==> src/rtl/fft16_pkg.sv <==
// Shared constants, read-side state type and index helper for the 16-point FFT input reorder.
package fft16_pkg;

    localparam int FFT_POINTS = 16;
    localparam int FFT_LOG2   = 4;
    localparam int DEF_N      = 16;
    localparam int DEF_Q      = 8;

    typedef enum logic [1:0] {
        RD_IDLE,
        RD_LOAD,
        RD_SEND
    } rd_state_e;

    function automatic logic [FFT_LOG2-1:0] bitrev4(input logic [FFT_LOG2-1:0] a);
        return {a[0], a[1], a[2], a[3]};
    endfunction

endpackage

==> src/rtl/fft16_input_reorder_if.sv <==
// Sample-in / butterfly-pair-out handshake bundle; slave is the reorder block, master the environment.
interface fft16_input_reorder_if
    import fft16_pkg::*;
#(
    parameter int N = DEF_N
);
    logic [N-1:0] i_re;
    logic [N-1:0] i_im;
    logic         i_valid;
    logic         o_ready;
    logic [N-1:0] o_in0_re;
    logic [N-1:0] o_in0_im;
    logic [N-1:0] o_in1_re;
    logic [N-1:0] o_in1_im;
    logic         o_valid;
    logic         i_ready;
    logic         o_first;

    modport slave (
        input  i_re, i_im, i_valid, i_ready,
        output o_ready, o_in0_re, o_in0_im, o_in1_re, o_in1_im, o_valid, o_first
    );

    modport master (
        output i_re, i_im, i_valid, i_ready,
        input  o_ready, o_in0_re, o_in0_im, o_in1_re, o_in1_im, o_valid, o_first
    );
endinterface

==> src/rtl/fft16_reorder_bank.sv <==
// 16-entry complex register bank: one write port, two registered read ports sharing one enable.
module fft16_reorder_bank
    import fft16_pkg::*;
#(
    parameter int N = DEF_N
) (
    input  logic                i_clk,
    input  logic                i_rst,
    input  logic                we,
    input  logic [FFT_LOG2-1:0] waddr,
    input  logic [N-1:0]        wr_re,
    input  logic [N-1:0]        wr_im,
    input  logic                re,
    input  logic [FFT_LOG2-1:0] raddr0,
    input  logic [FFT_LOG2-1:0] raddr1,
    output logic [N-1:0]        rd0_re,
    output logic [N-1:0]        rd0_im,
    output logic [N-1:0]        rd1_re,
    output logic [N-1:0]        rd1_im
);
    logic [N-1:0] mem_re_q [FFT_POINTS];
    logic [N-1:0] mem_im_q [FFT_POINTS];
    logic [N-1:0] rd0_re_q, rd0_re_d, rd0_im_q, rd0_im_d;
    logic [N-1:0] rd1_re_q, rd1_re_d, rd1_im_q, rd1_im_d;

    // Storage needs no reset: the owner's full flags decide when contents are meaningful.
    always_ff @(posedge i_clk) begin
        if (we) begin
            mem_re_q[waddr] <= wr_re;
            mem_im_q[waddr] <= wr_im;
        end
    end

    always_comb begin
        rd0_re_d = rd0_re_q;
        rd0_im_d = rd0_im_q;
        rd1_re_d = rd1_re_q;
        rd1_im_d = rd1_im_q;
        if (re) begin
            rd0_re_d = mem_re_q[raddr0];
            rd0_im_d = mem_im_q[raddr0];
            rd1_re_d = mem_re_q[raddr1];
            rd1_im_d = mem_im_q[raddr1];
        end
    end

    always_ff @(posedge i_clk or posedge i_rst) begin
        if (i_rst) begin
            rd0_re_q <= '0;
            rd0_im_q <= '0;
            rd1_re_q <= '0;
            rd1_im_q <= '0;
        end else begin
            rd0_re_q <= rd0_re_d;
            rd0_im_q <= rd0_im_d;
            rd1_re_q <= rd1_re_d;
            rd1_im_q <= rd1_im_d;
        end
    end

    assign rd0_re = rd0_re_q;
    assign rd0_im = rd0_im_q;
    assign rd1_re = rd1_re_q;
    assign rd1_im = rd1_im_q;
endmodule

==> src/rtl/fft16_input_reorder.sv <==
// Ping-pong frame buffer feeding bit-reversed operand pairs to the first radix-2 stage.
// Optional macro FFT16_IN_SCALE_EN halves each sample on write for headroom.
module fft16_input_reorder
    import fft16_pkg::*;
#(
    parameter int N = DEF_N,
    parameter int Q = DEF_Q
) (
    input  logic                  i_clk,
    input  logic                  i_rst,
    fft16_input_reorder_if.slave  bus
);
    if (Q >= N) begin : g_q_range
        $error("fft16_input_reorder: Q must be smaller than N");
    end

    logic                wr_bank_q, wr_bank_d;
    logic [FFT_LOG2-1:0] wr_cnt_q, wr_cnt_d;
    logic [1:0]          full_q, full_d;
    logic                rd_bank_q, rd_bank_d;
    logic [2:0]          pair_q, pair_d;
    rd_state_e           state_q, state_d;
    logic                first_q, first_d;
    logic                out_bank_q, out_bank_d;

    logic                o_ready, accept, wr_last, xfer;
    logic                fetch, fetch_bank;
    logic [2:0]          fetch_pair;
    logic [FFT_LOG2-1:0] fetch_m;
    logic [N-1:0]        wr_re, wr_im;
    logic [1:0][N-1:0]   rd0_re_b, rd0_im_b, rd1_re_b, rd1_im_b;

`ifdef FFT16_IN_SCALE_EN
    assign wr_re = $signed(bus.i_re) >>> 1;
    assign wr_im = $signed(bus.i_im) >>> 1;
`else
    assign wr_re = bus.i_re;
    assign wr_im = bus.i_im;
`endif

    assign o_ready = !full_q[wr_bank_q];
    assign accept  = bus.i_valid && o_ready;
    assign wr_last = accept && (wr_cnt_q == 4'd15);
    assign xfer    = (state_q == RD_SEND) && bus.i_ready;

    // The next pair is fetched on the same edge that transfers the current one,
    // so SEND repeats back-to-back; LOAD only appears when starting from IDLE.
    always_comb begin
        wr_cnt_d   = wr_cnt_q;
        wr_bank_d  = wr_bank_q;
        full_d     = full_q;
        state_d    = state_q;
        rd_bank_d  = rd_bank_q;
        pair_d     = pair_q;
        first_d    = first_q;
        out_bank_d = out_bank_q;
        fetch      = 1'b0;
        fetch_bank = rd_bank_q;
        fetch_pair = pair_q;

        if (accept) begin
            wr_cnt_d = wr_cnt_q + 4'd1;
            if (wr_last) begin
                wr_bank_d         = ~wr_bank_q;
                full_d[wr_bank_q] = 1'b1;
            end
        end

        case (state_q)
            RD_IDLE: begin
                if (full_q[rd_bank_q]) state_d = RD_LOAD;
            end
            RD_LOAD: begin
                fetch   = 1'b1;
                state_d = RD_SEND;
            end
            RD_SEND: begin
                if (xfer) begin
                    if (pair_q != 3'd7) begin
                        pair_d     = pair_q + 3'd1;
                        fetch      = 1'b1;
                        fetch_pair = pair_q + 3'd1;
                    end else begin
                        full_d[rd_bank_q] = 1'b0;
                        rd_bank_d         = ~rd_bank_q;
                        pair_d            = 3'd0;
                        first_d           = 1'b0;
                        if (full_q[~rd_bank_q]) begin
                            fetch      = 1'b1;
                            fetch_bank = ~rd_bank_q;
                            fetch_pair = 3'd0;
                        end else begin
                            state_d = RD_IDLE;
                        end
                    end
                end
            end
            default: state_d = RD_IDLE;
        endcase

        if (fetch) begin
            out_bank_d = fetch_bank;
            first_d    = (fetch_pair == 3'd0);
        end
    end

    assign fetch_m = bitrev4({fetch_pair, 1'b0});

    always_ff @(posedge i_clk or posedge i_rst) begin
        if (i_rst) begin
            wr_cnt_q   <= '0;
            wr_bank_q  <= 1'b0;
            full_q     <= '0;
            state_q    <= RD_IDLE;
            rd_bank_q  <= 1'b0;
            pair_q     <= '0;
            first_q    <= 1'b0;
            out_bank_q <= 1'b0;
        end else begin
            wr_cnt_q   <= wr_cnt_d;
            wr_bank_q  <= wr_bank_d;
            full_q     <= full_d;
            state_q    <= state_d;
            rd_bank_q  <= rd_bank_d;
            pair_q     <= pair_d;
            first_q    <= first_d;
            out_bank_q <= out_bank_d;
        end
    end

    for (genvar b = 0; b < 2; b++) begin : g_bank
        fft16_reorder_bank #(.N(N)) u_bank (
            .i_clk  (i_clk),
            .i_rst  (i_rst),
            .we     (accept && (wr_bank_q == 1'(b))),
            .waddr  (wr_cnt_q),
            .wr_re  (wr_re),
            .wr_im  (wr_im),
            .re     (fetch && (fetch_bank == 1'(b))),
            .raddr0 (fetch_m),
            .raddr1 (fetch_m | 4'd8),
            .rd0_re (rd0_re_b[b]),
            .rd0_im (rd0_im_b[b]),
            .rd1_re (rd1_re_b[b]),
            .rd1_im (rd1_im_b[b])
        );
    end

    assign bus.o_ready  = o_ready;
    assign bus.o_valid  = (state_q == RD_SEND);
    assign bus.o_first  = first_q;
    assign bus.o_in0_re = rd0_re_b[out_bank_q];
    assign bus.o_in0_im = rd0_im_b[out_bank_q];
    assign bus.o_in1_re = rd1_re_b[out_bank_q];
    assign bus.o_in1_im = rd1_im_b[out_bank_q];
endmodule

==> src/flat_wrapper.sv <==
// flat-port wrapper written by rule: the top's interface ports become plain ports
module fft16_input_reorder_flat import fft16_pkg::*;
#(
    parameter int N = DEF_N,
    parameter int Q = DEF_Q
)
  (i_clk, i_rst, bus_i_re, bus_i_im, bus_i_valid, bus_i_ready, bus_o_ready, bus_o_in0_re, bus_o_in0_im, bus_o_in1_re, bus_o_in1_im, bus_o_valid, bus_o_first);
  fft16_input_reorder_if #(.N(N)) bus_i ();
  input  logic i_clk;
  input  logic i_rst;
  input wire logic [$bits(bus_i.i_re)-1:0] bus_i_re;
  input wire logic [$bits(bus_i.i_im)-1:0] bus_i_im;
  input wire logic [$bits(bus_i.i_valid)-1:0] bus_i_valid;
  input wire logic [$bits(bus_i.i_ready)-1:0] bus_i_ready;
  output wire logic [$bits(bus_i.o_ready)-1:0] bus_o_ready;
  output wire logic [$bits(bus_i.o_in0_re)-1:0] bus_o_in0_re;
  output wire logic [$bits(bus_i.o_in0_im)-1:0] bus_o_in0_im;
  output wire logic [$bits(bus_i.o_in1_re)-1:0] bus_o_in1_re;
  output wire logic [$bits(bus_i.o_in1_im)-1:0] bus_o_in1_im;
  output wire logic [$bits(bus_i.o_valid)-1:0] bus_o_valid;
  output wire logic [$bits(bus_i.o_first)-1:0] bus_o_first;
  assign bus_i.i_re = bus_i_re;
  assign bus_i.i_im = bus_i_im;
  assign bus_i.i_valid = bus_i_valid;
  assign bus_i.i_ready = bus_i_ready;
  assign bus_o_ready = bus_i.o_ready;
  assign bus_o_in0_re = bus_i.o_in0_re;
  assign bus_o_in0_im = bus_i.o_in0_im;
  assign bus_o_in1_re = bus_i.o_in1_re;
  assign bus_o_in1_im = bus_i.o_in1_im;
  assign bus_o_valid = bus_i.o_valid;
  assign bus_o_first = bus_i.o_first;
  fft16_input_reorder #(.N(N), .Q(Q)) u_core (.i_clk(i_clk), .i_rst(i_rst), .bus(bus_i));
endmodule
==> config.mk <==
export PLATFORM = sky130hd
export DESIGN_NAME = fft16_input_reorder_flat
export DESIGN_NICKNAME = d
export VERILOG_FILES = /design/src/rtl/fft16_pkg.sv /design/src/rtl/fft16_input_reorder_if.sv /design/src/rtl/fft16_reorder_bank.sv /design/src/rtl/fft16_input_reorder.sv /design/src/flat_wrapper.sv
export SDC_FILE = /design/constraint.sdc
export NUM_CORES = 1
export LEC_CHECK = 0
export BUFFER_PORTS_ARGS = -buffer_cell sky130_fd_sc_hd__buf_4
export CORE_MARGIN = 4
export CORE_UTILIZATION = 35
export DETAILED_ROUTE_END_ITERATION = 16
export GPL_TIMING_DRIVEN = 0
export PLACE_DENSITY = 0.49
export SLEW_MARGIN = 25
export SYNTH_ARGS = -nofsm -noshare
export SYNTH_HDL_FRONTEND = slang
export SYNTH_HIERARCHICAL = 1
export SYNTH_SLANG_ARGS = --single-unit
==> constraint.sdc <==
create_clock -name i_clk -period 7.9 [get_ports i_clk]
set_input_delay 0.79 -clock i_clk [delete_from_list [all_inputs] [get_ports i_clk]]
set_output_delay 0.79 -clock i_clk [all_outputs]
set_load 0.05 [all_outputs]
==> impl_metrics.xml <==
<?xml version="1.0" encoding="UTF-8"?>
<metrics>
  <group name="power_and_ir_drop">
    <metric name="finalPower" unit="mW">24.4</metric>
    <metric name="p_int" unit="mW">15.2</metric>
    <metric name="total_leakage_power" unit="nW">20.2</metric>
    <metric name="pwr-share-comb" unit="">0.423</metric>
    <metric name="clockPowerShare" unit="">0.251</metric>
    <metric name="power.net_switching" unit="mW">9.16</metric>
    <metric name="irDropWorstVdd" unit="mV">0.467</metric>
    <metric name="power.density_cell_area" unit="nW/um^2">393</metric>
    <metric name="seq_power_share" unit="">0.326</metric>
    <metric name="switching_share_of_total_power" unit="">0.376</metric>
  </group>
  <group name="synthesis">
    <metric name="synth_seq_area_share" unit="">0.654</metric>
    <metric name="postSynth.asyncResetShare" unit="">0.123</metric>
    <metric name="post_synth_main_area_contributors" unit="">sky130_fd_sc_hd__edfxtp_1 (59%), sky130_fd_sc_hd__mux4_2 (22%), sky130_fd_sc_hd__dfrtp_1 (6.8%)</metric>
    <metric name="yosys.area.top_type" unit="">sky130_fd_sc_hd__edfxtp_1</metric>
    <metric name="yosys_warnings" unit="">6</metric>
    <metric name="post_syn_area_per_cell" unit="um^2">20.3</metric>
    <metric name="synthesis.instances" unit="">2591</metric>
    <metric name="synth-main-ff-cell" unit="">sky130_fd_sc_hd__edfxtp_1</metric>
    <metric name="yosysTopAreaCellShare" unit="">0.586</metric>
    <metric name="synth_cell_area" unit="um^2">52500</metric>
    <metric name="postSynthRegisterBits" unit="">1167</metric>
    <metric name="yosysUniqueCellTypes" unit="">45</metric>
    <metric name="synth_top_cells_by_count" unit="">sky130_fd_sc_hd__edfxtp_1 (1024), sky130_fd_sc_hd__mux4_2 (510), sky130_fd_sc_hd__nor2_1 (157), sky130_fd_sc_hd__dfrtp_1 (143)</metric>
    <metric name="most_instantiated_library_cell_after_synthesis" unit="">sky130_fd_sc_hd__edfxtp_1</metric>
    <metric name="synth_enable_flop_cells" unit="">1024</metric>
  </group>
  <group name="setup_path">
    <metric name="critPathArrivalTime" unit="ps">4820</metric>
    <metric name="cp_launch_point" unit="">u_core/pair_q[0]</metric>
    <metric name="crit-reg2reg-capture" unit="">u_core/g_bank[0].u_bank/rd1_im[9]</metric>
    <metric name="worst-path-max-fanout" unit="">10</metric>
    <metric name="path_depth" unit="">9</metric>
    <metric name="worst_setup_path_endpoint" unit="">u_core/g_bank[0].u_bank/rd1_im[9]</metric>
    <metric name="critPathRequiredTime" unit="ps">8440</metric>
    <metric name="cp_cell_sequence" unit="">ha_1 -&gt; ha_1 -&gt; and3_1 -&gt; a21oi_1 -&gt; a31oi_1 -&gt; nor2_1 -&gt; clkbuf_1 -&gt; clkbuf_1 -&gt; a221oi_1</metric>
    <metric name="cp_slowest_cell" unit="">sky130_fd_sc_hd__clkbuf_1</metric>
    <metric name="rr_worst_depth" unit="">9</metric>
    <metric name="crit_path_start_kind" unit="">register</metric>
    <metric name="critical_path_capture_point_type" unit="">register</metric>
    <metric name="critical_path_class" unit="">register to register</metric>
    <metric name="worst_r2r_startpoint" unit="">u_core/pair_q[0]</metric>
    <metric name="timing.critical_path.buf_inv" unit="">2</metric>
    <metric name="reg2reg_setup_slack" unit="ps">3620</metric>
    <metric name="cp_slowest_stage_delay" unit="ps">830</metric>
    <metric name="cpLargestDelayFamily" unit="">buffers and inverters</metric>
  </group>
  <group name="final_layout">
    <metric name="area_delta_synth_final" unit="%">18.4</metric>
    <metric name="drive_gt1_frac" unit="">0.377</metric>
    <metric name="final_cell_area" unit="um^2">62100</metric>
    <metric name="finalNetCount" unit="">2989</metric>
    <metric name="postLayoutCoreUtil" unit="">0.419</metric>
  </group>
  <group name="global_routing">
    <metric name="grt_pass1_wl" unit="um">261000</metric>
    <metric name="grt_overflow_total" unit="">0</metric>
    <metric name="gr-usage-all-layers" unit="">0.241</metric>
    <metric name="grt_antenna_before_repair" unit="">3</metric>
    <metric name="first_global_vias" unit="">31882</metric>
    <metric name="grt_max_degree" unit="">44</metric>
  </group>
  <group name="floorplanning">
    <metric name="pin_count" unit="">103</metric>
    <metric name="die_footprint" unit="um^2">156000</metric>
    <metric name="core" unit="um^2">148000</metric>
    <metric name="initial_core_utilization" unit="">0.354</metric>
    <metric name="chip_width" unit="um">395</metric>
    <metric name="std_cell_rows" unit="">141</metric>
    <metric name="die_h" unit="um">395</metric>
  </group>
  <group name="sta">
    <metric name="timing.slew.headroom" unit="">0.243</metric>
    <metric name="setup_tns" unit="ps">0</metric>
    <metric name="timing.final.crit_share" unit="">0.542</metric>
    <metric name="worst_slew_pin_slew" unit="ps">1140</metric>
    <metric name="final_critical_path_setup_slack" unit="ps">3620</metric>
    <metric name="setup_viol" unit="">0</metric>
    <metric name="skew" unit="ps">24.9</metric>
    <metric name="timing_hold_violations_final" unit="">0</metric>
    <metric name="timing.fmax" unit="GHz">0.234</metric>
    <metric name="grt_setup_unrepaired" unit="">false</metric>
    <metric name="slew_violations" unit="">0</metric>
    <metric name="finalWorstPathRequiredPeriod" unit="ps">4280</metric>
  </group>
  <group name="routing">
    <metric name="drcViolationCount" unit="">0</metric>
    <metric name="vias_per_cell" unit="">6.13</metric>
    <metric name="first_pass_iters" unit="">5</metric>
    <metric name="route.antenna.remaining_nets" unit="">0</metric>
    <metric name="wirelength" unit="um">190000</metric>
    <metric name="num_vias" unit="">30996</metric>
    <metric name="routed_wire_length_per_instance" unit="um">37.6</metric>
    <metric name="drt_iter0_markers" unit="">3793</metric>
  </group>
  <group name="clock_tree">
    <metric name="cts_inserted_buffers" unit="">135</metric>
    <metric name="ctsRootBufferMaster" unit="">sky130_fd_sc_hd__clkbuf_16</metric>
    <metric name="postCtsSetupRepairBufs" unit="">0</metric>
    <metric name="cts.clk_slew.worst_paths" unit="ps">60</metric>
    <metric name="cts_tree" unit="">built</metric>
    <metric name="cts_htree_levels" unit="">4</metric>
    <metric name="cts_num_sinks" unit="">1167</metric>
    <metric name="cts_max_path_buffers" unit="">3</metric>
    <metric name="clk_latency" unit="ps">750</metric>
  </group>
  <group name="placed_design">
    <metric name="numPortBuffers" unit="">102</metric>
    <metric name="gp_routability_congestion" unit="">0.820</metric>
    <metric name="dpl.hpwl" unit="um">133000</metric>
    <metric name="place_area" unit="um^2">57800</metric>
    <metric name="post-place-ws" unit="ps">3620</metric>
  </group>
  <group name="worst_hold_path">
    <metric name="hp-class" unit="">input pin to register</metric>
  </group>
  <group name="job">
    <metric name="max_cap_violations" unit="">0</metric>
  </group>
  <group name="outcome">
    <metric name="outcome" unit="">finished clean</metric>
  </group>
</metrics>
==> area by class of cell <==
| class | count | area, um^2 |
|---|---|---|
| fill | 13013 | 86200 |
| sequential | 1167 | 34300 |
| multi-input combinational | 1217 | 17000 |
| clock buffer | 198 | 3950 |
| timing repair buffer | 208 | 2550 |
| tap | 2002 | 2500 |
| buffer | 209 | 1410 |
| clock inverter | 45 | 365 |
| inverter | 8 | 37.5 |
| antenna | 1 | 2.50 |
==> state kept, by name, indices dropped and copies added, names as in the netlist <==
register / count
u_core/bus.o_first: 1
u_core/g_bank.u_bank/rd0_im: 32
u_core/g_bank.u_bank/rd0_re: 32
u_core/rd_bank_q: 1
u_core/g_bank.u_bank/rd1_re: 32
u_core/g_bank.u_bank/rd1_im: 32
u_core/wr_bank_q: 1
u_core/full_q: 2
u_core/g_bank.u_bank/mem_re_q: 512
u_core/wr_cnt_q: 4
u_core/g_bank.u_bank/mem_im_q: 512
u_core/out_bank_q: 1
u_core/state_q: 2
u_core/pair_q: 3
==> routing by layer <==
metal,vias up,share of wire,global-route usage
met5,-,0,0
met4,0,0.033,0.0762
met3,271,0.089,0.0500
met2,1761,0.45,0.360
met1,17013,0.43,0.355
li1,11951,-,-
==> power by group through the flow <==
stage	Sequential [mW]	Clock (mW)	Combinational (mW)
finish	7.95	6.12	10.3
global route	7.98	6.54	10.8
CTS	7.96	6.24	10.2
detailed placement	8.08	0	10.2
global placement	8.10	0	9.92
floorplan	7.69	0	6.83
==> how the worst min path moves through the flow <==
stage / startpoint / end / slack, ps / depth (start not counted)
final: bus_i_valid / u_core/wr_cnt_q[2] / 400 / 3
after detailed placement: u_core/bus.o_first / u_core/bus.o_first / 530 / 2
after CTS: bus_i_valid / u_core/wr_cnt_q[2] / 350 / 3
after global routing: bus_i_valid / u_core/wr_cnt_q[0] / 380 / 3
after floorplan: u_core/state_q[1] / u_core/state_q[1] / 510 / 1
after global placement: u_core/state_q[1] / u_core/state_q[1] / 520 / 1
==> through the flow <==
stage / hold WS (ps) / std cells
detailed placement: 530 / 4810
CTS: 348 / 5054
finish: 399 / 5055
global placement: 517 / 4705
floorplan: 508 / 2601
global route: 383 / 5054
==> worst reg2reg max path: stages (launching register included) <==
cell	delay, ps
sky130_fd_sc_hd__dfrtp_1	430
sky130_fd_sc_hd__ha_1	230
sky130_fd_sc_hd__ha_1	250
sky130_fd_sc_hd__and3_1	270
sky130_fd_sc_hd__a21oi_1	330
sky130_fd_sc_hd__a31oi_1	90
sky130_fd_sc_hd__nor2_1	580
sky130_fd_sc_hd__clkbuf_1	810
sky130_fd_sc_hd__clkbuf_1	840
sky130_fd_sc_hd__a221oi_1	230
==> placed cells by master (no fill, tap or decap), types with 24 or more instances in the layout <==
| cell type | count |
|---|---|
| sky130_fd_sc_hd__mux2i_1 | 129 |
| sky130_fd_sc_hd__dfrtp_1 | 143 |
| sky130_fd_sc_hd__mux4_2 | 510 |
| sky130_fd_sc_hd__nor2_4 | 24 |
| sky130_fd_sc_hd__buf_6 | 64 |
| sky130_fd_sc_hd__nor2_1 | 133 |
| sky130_fd_sc_hd__mux2_2 | 70 |
| sky130_fd_sc_hd__buf_2 | 46 |
| sky130_fd_sc_hd__clkbuf_1 | 106 |
| sky130_fd_sc_hd__buf_16 | 32 |
| sky130_fd_sc_hd__o22ai_1 | 128 |
| sky130_fd_sc_hd__clkbuf_16 | 143 |
| sky130_fd_sc_hd__buf_12 | 27 |
| sky130_fd_sc_hd__a221oi_1 | 129 |
| sky130_fd_sc_hd__buf_4 | 164 |
| sky130_fd_sc_hd__edfxtp_1 | 1024 |
==> logic make-up (layout without fill, tap and decap cells) <==
logic type | after synthesis | after routing | synth area share
DFF | 1167 | 1167 | 0.654
other | 2 | 13 | 0.000143
buffers and inverters | 217 | 668 | 0.0275
muxes | 712 | 712 | 0.260
and+or+nand+nor | 206 | 206 | 0.0166
xor gates and xnor gates | 5 | 5 | 0.000834
adders and majority gates | 7 | 7 | 0.00167
AOI/OAI and AO/OA | 275 | 275 | 0.0398
==> timing repair <==
action | in CTS | in global routing
hold buffers | 1 | 0
gates resized for setup | 0 | 0
hold endpoints to repair | 6 | 0
(Power assumes the default switching activity.)
